<file path="config.mk">
export PLATFORM = sky130hd
export DESIGN_NAME = sd_vector_serializer_flat
export DESIGN_NICKNAME = d
export VERILOG_FILES = /design/src/rtl/sd_vector_serializer_pkg.sv /design/src/rtl/sd_vector_serializer_if.sv /design/src/rtl/sd_vector_serializer_shift.sv /design/src/rtl/sd_vector_serializer.sv /design/src/flat_wrapper.sv
export SDC_FILE = /design/constraint.sdc
export NUM_CORES = 1
export LEC_CHECK = 0
export ABC_AREA = 0
export CORE_ASPECT_RATIO = 1.4
export CORE_MARGIN = 2
export CORE_UTILIZATION = 38
export CTS_BUF_LIST = sky130_fd_sc_hd__clkbuf_8
export CTS_CLUSTER_DIAMETER = 60
export DETAILED_ROUTE_END_ITERATION = 10
export PLACE_DENSITY = 0.63
export SLEW_MARGIN = 20
export SYNTH_ARGS = -nofsm -noshare
export SYNTH_HDL_FRONTEND = slang
export SYNTH_SLANG_ARGS = --single-unit
</file>
<file path="constraint.sdc">
create_clock -name clk -period 13.5 [get_ports clk]
set_clock_uncertainty 0.2 [all_clocks]
set_input_delay 2.7 -clock clk [delete_from_list [all_inputs] [get_ports clk]]
set_output_delay 2.7 -clock clk [all_outputs]
set_load 0.05 [all_outputs]
</file>
<file path="src/rtl/sd_vector_serializer_pkg.sv">
// Shared definitions for the signed-digit vector serializer.
// Holds the 2-bit signed-digit encodings ({plus, minus}) and the FSM state type
// used by the top level.
package sd_vector_serializer_pkg;

   localparam logic [1:0] SD_POS     = 2'b10;
   localparam logic [1:0] SD_NEG     = 2'b01;
   localparam logic [1:0] SD_ZERO    = 2'b00;
   localparam logic [1:0] SD_INVALID = 2'b11;

   typedef enum logic [2:0] {
      StIdle,
      StFetch,
      StLoad,
      StStream,
      StFinish
   } state_e;

endpackage

</file>
<file path="src/rtl/sd_vector_serializer_if.sv">
// Bus bundle of the signed-digit vector serializer.
// Carries the control inputs (enable, start, base_addr, num_words), the paired
// plus/minus RAM read port (rd_en, rd_addr, rd_plus, rd_minus) and the serial
// digit stream with its status (digit_out, digit_valid, last_digit, busy, done,
// digit_err).
// Modports: master = serializer side, slave = environment (RAM + controller).
interface sd_vector_serializer_if #(
   parameter int unsigned UNROLLING  = 64,
   parameter int unsigned ADDR_WIDTH = 7
) ();

   logic                  enable;
   logic                  start;
   logic [ADDR_WIDTH-1:0] base_addr;
   logic [ADDR_WIDTH-1:0] num_words;
   logic                  rd_en;
   logic [ADDR_WIDTH-1:0] rd_addr;
   logic [UNROLLING-1:0]  rd_plus;
   logic [UNROLLING-1:0]  rd_minus;
   logic [1:0]            digit_out;
   logic                  digit_valid;
   logic                  last_digit;
   logic                  busy;
   logic                  done;
   logic                  digit_err;

   modport master (
      input  enable, start, base_addr, num_words, rd_plus, rd_minus,
      output rd_en, rd_addr, digit_out, digit_valid, last_digit, busy, done, digit_err
   );

   modport slave (
      output enable, start, base_addr, num_words, rd_plus, rd_minus,
      input  rd_en, rd_addr, digit_out, digit_valid, last_digit, busy, done, digit_err
   );

endinterface

</file>
<file path="src/rtl/sd_vector_serializer_shift.sv">
// sd_shift_unit: datapath of the serializer.
// Holds the plus/minus shift pair, a one-word prefetch buffer and the
// digit-in-word counter; presents the current MSB digit normalized (11 -> 00).
// Ports:
//   clk, asyn_reset       clock, asynchronous active-high reset
//   enable                global clock enable
//   load                  load shift pair from rd_plus/rd_minus, restart counter
//   capture               store rd_plus/rd_minus into the prefetch buffer
//   advance               consume the current digit (shift, or reload from buffer)
//   rd_plus, rd_minus     RAM read data
//   digit                 normalized MSB digit
//   invalid               MSB pair is the illegal 11 code
//   first, last           current digit is the first / last of its word
//   pbuf_full             prefetch buffer holds the next word
module sd_shift_unit
   import sd_vector_serializer_pkg::*;
#(
   parameter int unsigned UNROLLING = 64
) (
   input  logic                 clk,
   input  logic                 asyn_reset,
   input  logic                 enable,
   input  logic                 load,
   input  logic                 capture,
   input  logic                 advance,
   input  logic [UNROLLING-1:0] rd_plus,
   input  logic [UNROLLING-1:0] rd_minus,
   output logic [1:0]           digit,
   output logic                 invalid,
   output logic                 first,
   output logic                 last,
   output logic                 pbuf_full
);

   localparam int unsigned CntW = $clog2(UNROLLING);

   logic [UNROLLING-1:0] plus_q, minus_q;
   logic [UNROLLING-1:0] pbuf_plus_q, pbuf_minus_q;
   logic                 pbuf_full_q;
   logic [CntW-1:0]      cnt_q;
   logic [1:0]           raw;

   assign first     = (cnt_q == '0);
   assign last      = (cnt_q == CntW'(UNROLLING - 1));
   assign pbuf_full = pbuf_full_q;

   always_ff @(posedge clk or posedge asyn_reset) begin
      if (asyn_reset) begin
         plus_q       <= '0;
         minus_q      <= '0;
         pbuf_plus_q  <= '0;
         pbuf_minus_q <= '0;
         pbuf_full_q  <= 1'b0;
         cnt_q        <= '0;
      end else if (enable) begin
         if (capture) begin
            pbuf_plus_q  <= rd_plus;
            pbuf_minus_q <= rd_minus;
            pbuf_full_q  <= 1'b1;
         end
         if (load) begin
            plus_q  <= rd_plus;
            minus_q <= rd_minus;
            cnt_q   <= '0;
         end else if (advance) begin
            // Word boundary: swap in the prefetched word so the stream has no gap.
            if (last && pbuf_full_q) begin
               plus_q      <= pbuf_plus_q;
               minus_q     <= pbuf_minus_q;
               pbuf_full_q <= 1'b0;
               cnt_q       <= '0;
            end else begin
               plus_q  <= plus_q << 1;
               minus_q <= minus_q << 1;
               cnt_q   <= cnt_q + CntW'(1);
            end
         end
      end
   end

   always_comb begin
      raw     = {plus_q[UNROLLING-1], minus_q[UNROLLING-1]};
      digit   = SD_ZERO;
      invalid = 1'b0;
      case (raw)
         SD_POS:     digit = SD_POS;
         SD_NEG:     digit = SD_NEG;
         SD_INVALID: invalid = 1'b1;
         default:    digit = SD_ZERO;
      endcase
   end

endmodule

</file>
<file path="src/rtl/sd_vector_serializer.sv">
// sd_vector_serializer: streams num_words signed-digit words, read from the
// paired plus/minus RAMs starting at base_addr, as a gapless MSB-first serial
// digit stream. The top level holds the FSM, the address and word counters and
// drives the RAM read port; the datapath lives in sd_shift_unit.
// Ports:
//   clk, asyn_reset   clock, asynchronous active-high reset
//   bus (master)      control, RAM read port and digit stream (see interface)
module sd_vector_serializer
   import sd_vector_serializer_pkg::*;
#(
   parameter int unsigned UNROLLING  = 64,
   parameter int unsigned ADDR_WIDTH = 7
) (
   input logic                   clk,
   input logic                   asyn_reset,
   sd_vector_serializer_if.master bus
);

   state_e                state_q, state_d;
   logic [ADDR_WIDTH-1:0] addr_q;   // next address to read
   logic [ADDR_WIDTH-1:0] words_q;  // words not yet fetched
   logic                  pf_pending_q;
   logic                  err_q;
   logic                  load, rd_req, stream;
   logic [1:0]            digit;
   logic                  invalid, first, last, pbuf_full;

   assign stream = (state_q == StStream);

   always_comb begin
      state_d = state_q;
      load    = 1'b0;
      rd_req  = 1'b0;
      unique case (state_q)
         StIdle: begin
            if (bus.start) state_d = (bus.num_words != '0) ? StFetch : StFinish;
         end
         StFetch: begin
            rd_req  = 1'b1;
            state_d = StLoad;
         end
         StLoad: begin
            load    = 1'b1;
            state_d = StStream;
         end
         StStream: begin
            // Prefetch right after a word is loaded; lands in the buffer well
            // before the word boundary since UNROLLING >= 3.
            rd_req = first && (words_q != '0) && !pbuf_full;
            if (last && !pbuf_full) state_d = StFinish;
         end
         StFinish: state_d = StIdle;
         default:  state_d = StIdle;
      endcase
   end

   always_ff @(posedge clk or posedge asyn_reset) begin
      if (asyn_reset) begin
         state_q      <= StIdle;
         addr_q       <= '0;
         words_q      <= '0;
         pf_pending_q <= 1'b0;
         err_q        <= 1'b0;
      end else if (bus.enable) begin
         state_q      <= state_d;
         pf_pending_q <= rd_req && stream;
         if (state_q == StIdle && bus.start) begin
            addr_q  <= bus.base_addr;
            words_q <= bus.num_words;
            err_q   <= 1'b0;
         end else begin
            if (rd_req) begin
               addr_q  <= addr_q + ADDR_WIDTH'(1);
               words_q <= words_q - ADDR_WIDTH'(1);
            end
            if (stream && invalid) err_q <= 1'b1;
         end
      end
   end

   sd_shift_unit #(
      .UNROLLING(UNROLLING)
   ) u_shift (
      .clk        (clk),
      .asyn_reset (asyn_reset),
      .enable     (bus.enable),
      .load       (load),
      .capture    (pf_pending_q),
      .advance    (stream),
      .rd_plus    (bus.rd_plus),
      .rd_minus   (bus.rd_minus),
      .digit      (digit),
      .invalid    (invalid),
      .first      (first),
      .last       (last),
      .pbuf_full  (pbuf_full)
   );

   assign bus.rd_en       = rd_req && bus.enable;
   assign bus.rd_addr     = addr_q;
   assign bus.digit_valid = stream;
   assign bus.digit_out   = stream ? digit : SD_ZERO;
   assign bus.last_digit  = stream && last && !pbuf_full;
   assign bus.busy        = (state_q == StFetch) || (state_q == StLoad) || stream;
   assign bus.done        = (state_q == StFinish);
   // The flag shows up alongside the offending digit, then stays sticky.
   assign bus.digit_err   = err_q || (stream && invalid);

endmodule
</file>
<file path="src/flat_wrapper.sv">
// flat-port wrapper written by rule: the top's interface ports become plain ports
module sd_vector_serializer_flat import sd_vector_serializer_pkg::*;
#(
   parameter int unsigned UNROLLING  = 64,
   parameter int unsigned ADDR_WIDTH = 7
)
  (clk, asyn_reset, bus_enable, bus_start, bus_base_addr, bus_num_words, bus_rd_plus, bus_rd_minus, bus_rd_en, bus_rd_addr, bus_digit_out, bus_digit_valid, bus_last_digit, bus_busy, bus_done, bus_digit_err);
  sd_vector_serializer_if #(.UNROLLING(UNROLLING), .ADDR_WIDTH(ADDR_WIDTH)) bus_i ();
  input logic clk;
  input logic asyn_reset;
  input wire logic [$bits(bus_i.enable)-1:0] bus_enable;
  input wire logic [$bits(bus_i.start)-1:0] bus_start;
  input wire logic [$bits(bus_i.base_addr)-1:0] bus_base_addr;
  input wire logic [$bits(bus_i.num_words)-1:0] bus_num_words;
  input wire logic [$bits(bus_i.rd_plus)-1:0] bus_rd_plus;
  input wire logic [$bits(bus_i.rd_minus)-1:0] bus_rd_minus;
  output wire logic [$bits(bus_i.rd_en)-1:0] bus_rd_en;
  output wire logic [$bits(bus_i.rd_addr)-1:0] bus_rd_addr;
  output wire logic [$bits(bus_i.digit_out)-1:0] bus_digit_out;
  output wire logic [$bits(bus_i.digit_valid)-1:0] bus_digit_valid;
  output wire logic [$bits(bus_i.last_digit)-1:0] bus_last_digit;
  output wire logic [$bits(bus_i.busy)-1:0] bus_busy;
  output wire logic [$bits(bus_i.done)-1:0] bus_done;
  output wire logic [$bits(bus_i.digit_err)-1:0] bus_digit_err;
  assign bus_i.enable = bus_enable;
  assign bus_i.start = bus_start;
  assign bus_i.base_addr = bus_base_addr;
  assign bus_i.num_words = bus_num_words;
  assign bus_i.rd_plus = bus_rd_plus;
  assign bus_i.rd_minus = bus_rd_minus;
  assign bus_rd_en = bus_i.rd_en;
  assign bus_rd_addr = bus_i.rd_addr;
  assign bus_digit_out = bus_i.digit_out;
  assign bus_digit_valid = bus_i.digit_valid;
  assign bus_last_digit = bus_i.last_digit;
  assign bus_busy = bus_i.busy;
  assign bus_done = bus_i.done;
  assign bus_digit_err = bus_i.digit_err;
  sd_vector_serializer #(.UNROLLING(UNROLLING), .ADDR_WIDTH(ADDR_WIDTH)) u_core (.clk(clk), .asyn_reset(asyn_reset), .bus(bus_i));
endmodule
</file>
==> metrics <==
status finished, final reports clean; unrepaired setup endpoints after global routing false; Initial Utilization 38.3%; PostCTS Resize Cnt 0; Die H 226 um; fmax approximately 0.13 GHz; first-pass GRT wire length 56900 um; final hold vios 0; Max clock buf depth 3; port bufs 160; Post-Place Worst Slack 5.79 ns; critical path class input pin to output port; minimum clock period 7.75 ns; sequential area share after synthesis 53.0%; Critical-path top delay cell clkdlybuf4s50_1; relative slew slack 34.1%; syn_area_per_cell between 10 and 15 um^2; vias per cell around 5.6; total of max-cap violations 0; Clk Latency, worst-skew pair 0.58 ns; Final Non-Filler Cells 1857; cts hold-fix bufs 0; Synth warnings 0; vias in the first global route around 11000; Final Max Slew Viols 0; reg2reg setup slack approximately 10 ns; CP max stage delay ~0.84 ns; Tightest Pin Transition a little under 1 ns; CP startpoint kind input pin; Worst Path Arrival ~4.9 ns; P per Cell Area between 150 and 200 mW/mm^2; Syn Std Cell Area 0.0133 mm^2; Core Region ~0.035 mm^2; CTS root buf clkbuf_8; layout cells sized above 1 17.2%; CP Cell Sequence clkdlybuf4s50_1, buf_4, clkinv_1, nor2_1, clkdlybuf4s50_1; Tcrit/Tclk final 57.4%; number of antenna violations at the first check in global routing 0; Synth cell types 53; drt pass-1 iters 4; total track usage 19.2%; Placed Cells about 1800; H-tree depth 2; sinks on the clock net approximately 280; commonest cells after routing, fill and taps aside dfrtp_1 (282), clkdlybuf4s50_1 (160), a21oi_1 (147); Post-Synthesis Cells around 1200; Synth-to-Final Area Change 22.1%; worst-path fanout max 24; CP Capture Type output port; Final TNS setup 0 ns; DRT iter0 DRCs between 600 and 700; Nets 1511; Post-CTS Repair Setup Buffers 0; row count slightly above 80; EDFF count, synth 0; final setup margin 5.75 ns; Final GP Congestion between 0.7 and 0.8; CTS tree built; Die ar. 0.0366 mm^2; Post-synth ARST share 100%; DRT Wirelength 34700 um; DP HPWL 20000 um; post-route ant nets 0; syn nets 1397; commonest non-fill, non-tap cell in the layout dfrtp_1; Die X 162 um; dominant synthesized flop cell dfrtp_1; IO Pins about 160; CTS Buf Count between 40 and 50; Worst Path Required 10.60 ns; final setup fails 0; DRC viols 0; static leakage between 7 and 8 nW; peak supply drop 88.5 uV; register bit total from synthesis between 200 and 300; Crit path top cell by count clkdlybuf4s50_1; total congestion overflow 0; detailed-route wire length per cell 18.7 um; HP Class flop to flop; CTS clk-pin slew, worst paths approximately 0.07 ns; via count a little over 10000; Antenna diodes 0; largest net degree at the start of global routing 152
-- final cells by class --
type / instances / area (um^2)
multi-input combinational: 846 / 5840
tap: 456 / 571
sequential: 282 / 7060
clock buffer: 62 / 853
inverter: 8 / 37.5
timing repair buffer: 175 / 1730
clock inverter: 28 / 190
fill: 3237 / 18500
-- cell families (layout without fill, tap and decap cells) --
family	after synthesis	count (layout)	share of synthesized area [%]
compound gates	327	327	14.3
fa+ha+maj	4	4	0.376
buf+inv	119	273	3.57
flops	282	282	53.0
mux	203	203	16.5
simple gates	312	312	12.3
-- cells in the mapped netlist, types with 3 or more instances --
cell type | count | area share [%]
and2_1 | 5 | 0.23
dfrtp_1 | 282 | 53
ha_1 | 4 | 0.38
buf_2 | 14 | 0.53
a2bb2oi_1 | 6 | 0.39
nor3_1 | 112 | 4.2
o21ai_1 | 67 | 2.5
o211ai_1 | 3 | 0.17
nand3_1 | 13 | 0.49
clkbuf_1 | 85 | 2.4
and3_1 | 79 | 3.7
and3b_1 | 3 | 0.20
o22ai_1 | 3 | 0.14
a32oi_1 | 3 | 0.20
o31ai_1 | 56 | 3.2
o2bb2ai_1 | 3 | 0.20
mux2_2 | 128 | 11
nand2_1 | 69 | 1.9
a21oi_1 | 147 | 5.5
mux2i_1 | 74 | 5.6
nor2_1 | 12 | 0.34
buf_1 | 10 | 0.28
o21ai_0 | 24 | 0.90
inv_1 | 7 | 0.20
-- sequential cells by signal (all words and copies together) (netlist names) --
register                     flops
u_core.u_shift.pbuf_minus_q     64
u_core.u_shift.pbuf_full         1
u_core.pf_pending_q              1
u_core.u_shift.cnt_q             6
u_core.bus.rd_addr               7
u_core.u_shift.plus_q           64
u_core.words_q                   7
u_core.err_q                     1
u_core.state_q                   3
u_core.u_shift.pbuf_plus_q      64
u_core.u_shift.minus_q          64
-- worst paths after layout --
kind	startpoint	end	depth (start not counted)
max in group asynchronous	asyn_reset	u_core.u_shift.plus_q[31]	3
worst min-delay path	u_core.u_shift.plus_q[18]	u_core.u_shift.plus_q[18]	2
worst max-delay path	bus_enable	bus_rd_en	5
worst min register to register	u_core.u_shift.plus_q[18]	u_core.u_shift.plus_q[18]	2
min in group asynchronous	asyn_reset	u_core.u_shift.pbuf_plus_q[5]	2
worst max register to register	u_core.state_q[2]	u_core.u_shift.plus_q[47]	4
-- critical path, delay by kind of cell --
family	cells	cell delay, ns
buf+inv	4	1.92
simple gates	1	0.22
-- layer usage --
metal / up-vias / track usage, % / share of wire (%) / routed length, um
met5: - / 0 / 0 / 0
met4: 0 / 6.22 / 2.3 / 801
met3: 60 / 4.05 / 5.2 / 1790
met2: 254 / 33.3 / 50 / 17300
met1: 5193 / 23.9 / 42 / 14700
li1: 4805 / - / - / -
-- report_power, final --
group          switching [W]  internal [W]  total (W)
clock               0.000372      0.000455   0.000827
sequential          0.000164       0.00113    0.00130
combinational       0.000265      0.000313   0.000579
total               0.000802       0.00190    0.00270
-- stage by stage --
step                util [%]  area, um^2  total power, W  hold WS, ns
global route            46.8       16300         0.00287        0.308
CTS                     46.8       16300         0.00274        0.283
detailed placement      43.8       15200         0.00189        0.267
finish                  46.8       16300         0.00270        0.278
global placement        43.8       15200         0.00186        0.263
floorplan                  -       13300         0.00170        0.248
(Power assumes the default switching activity.)
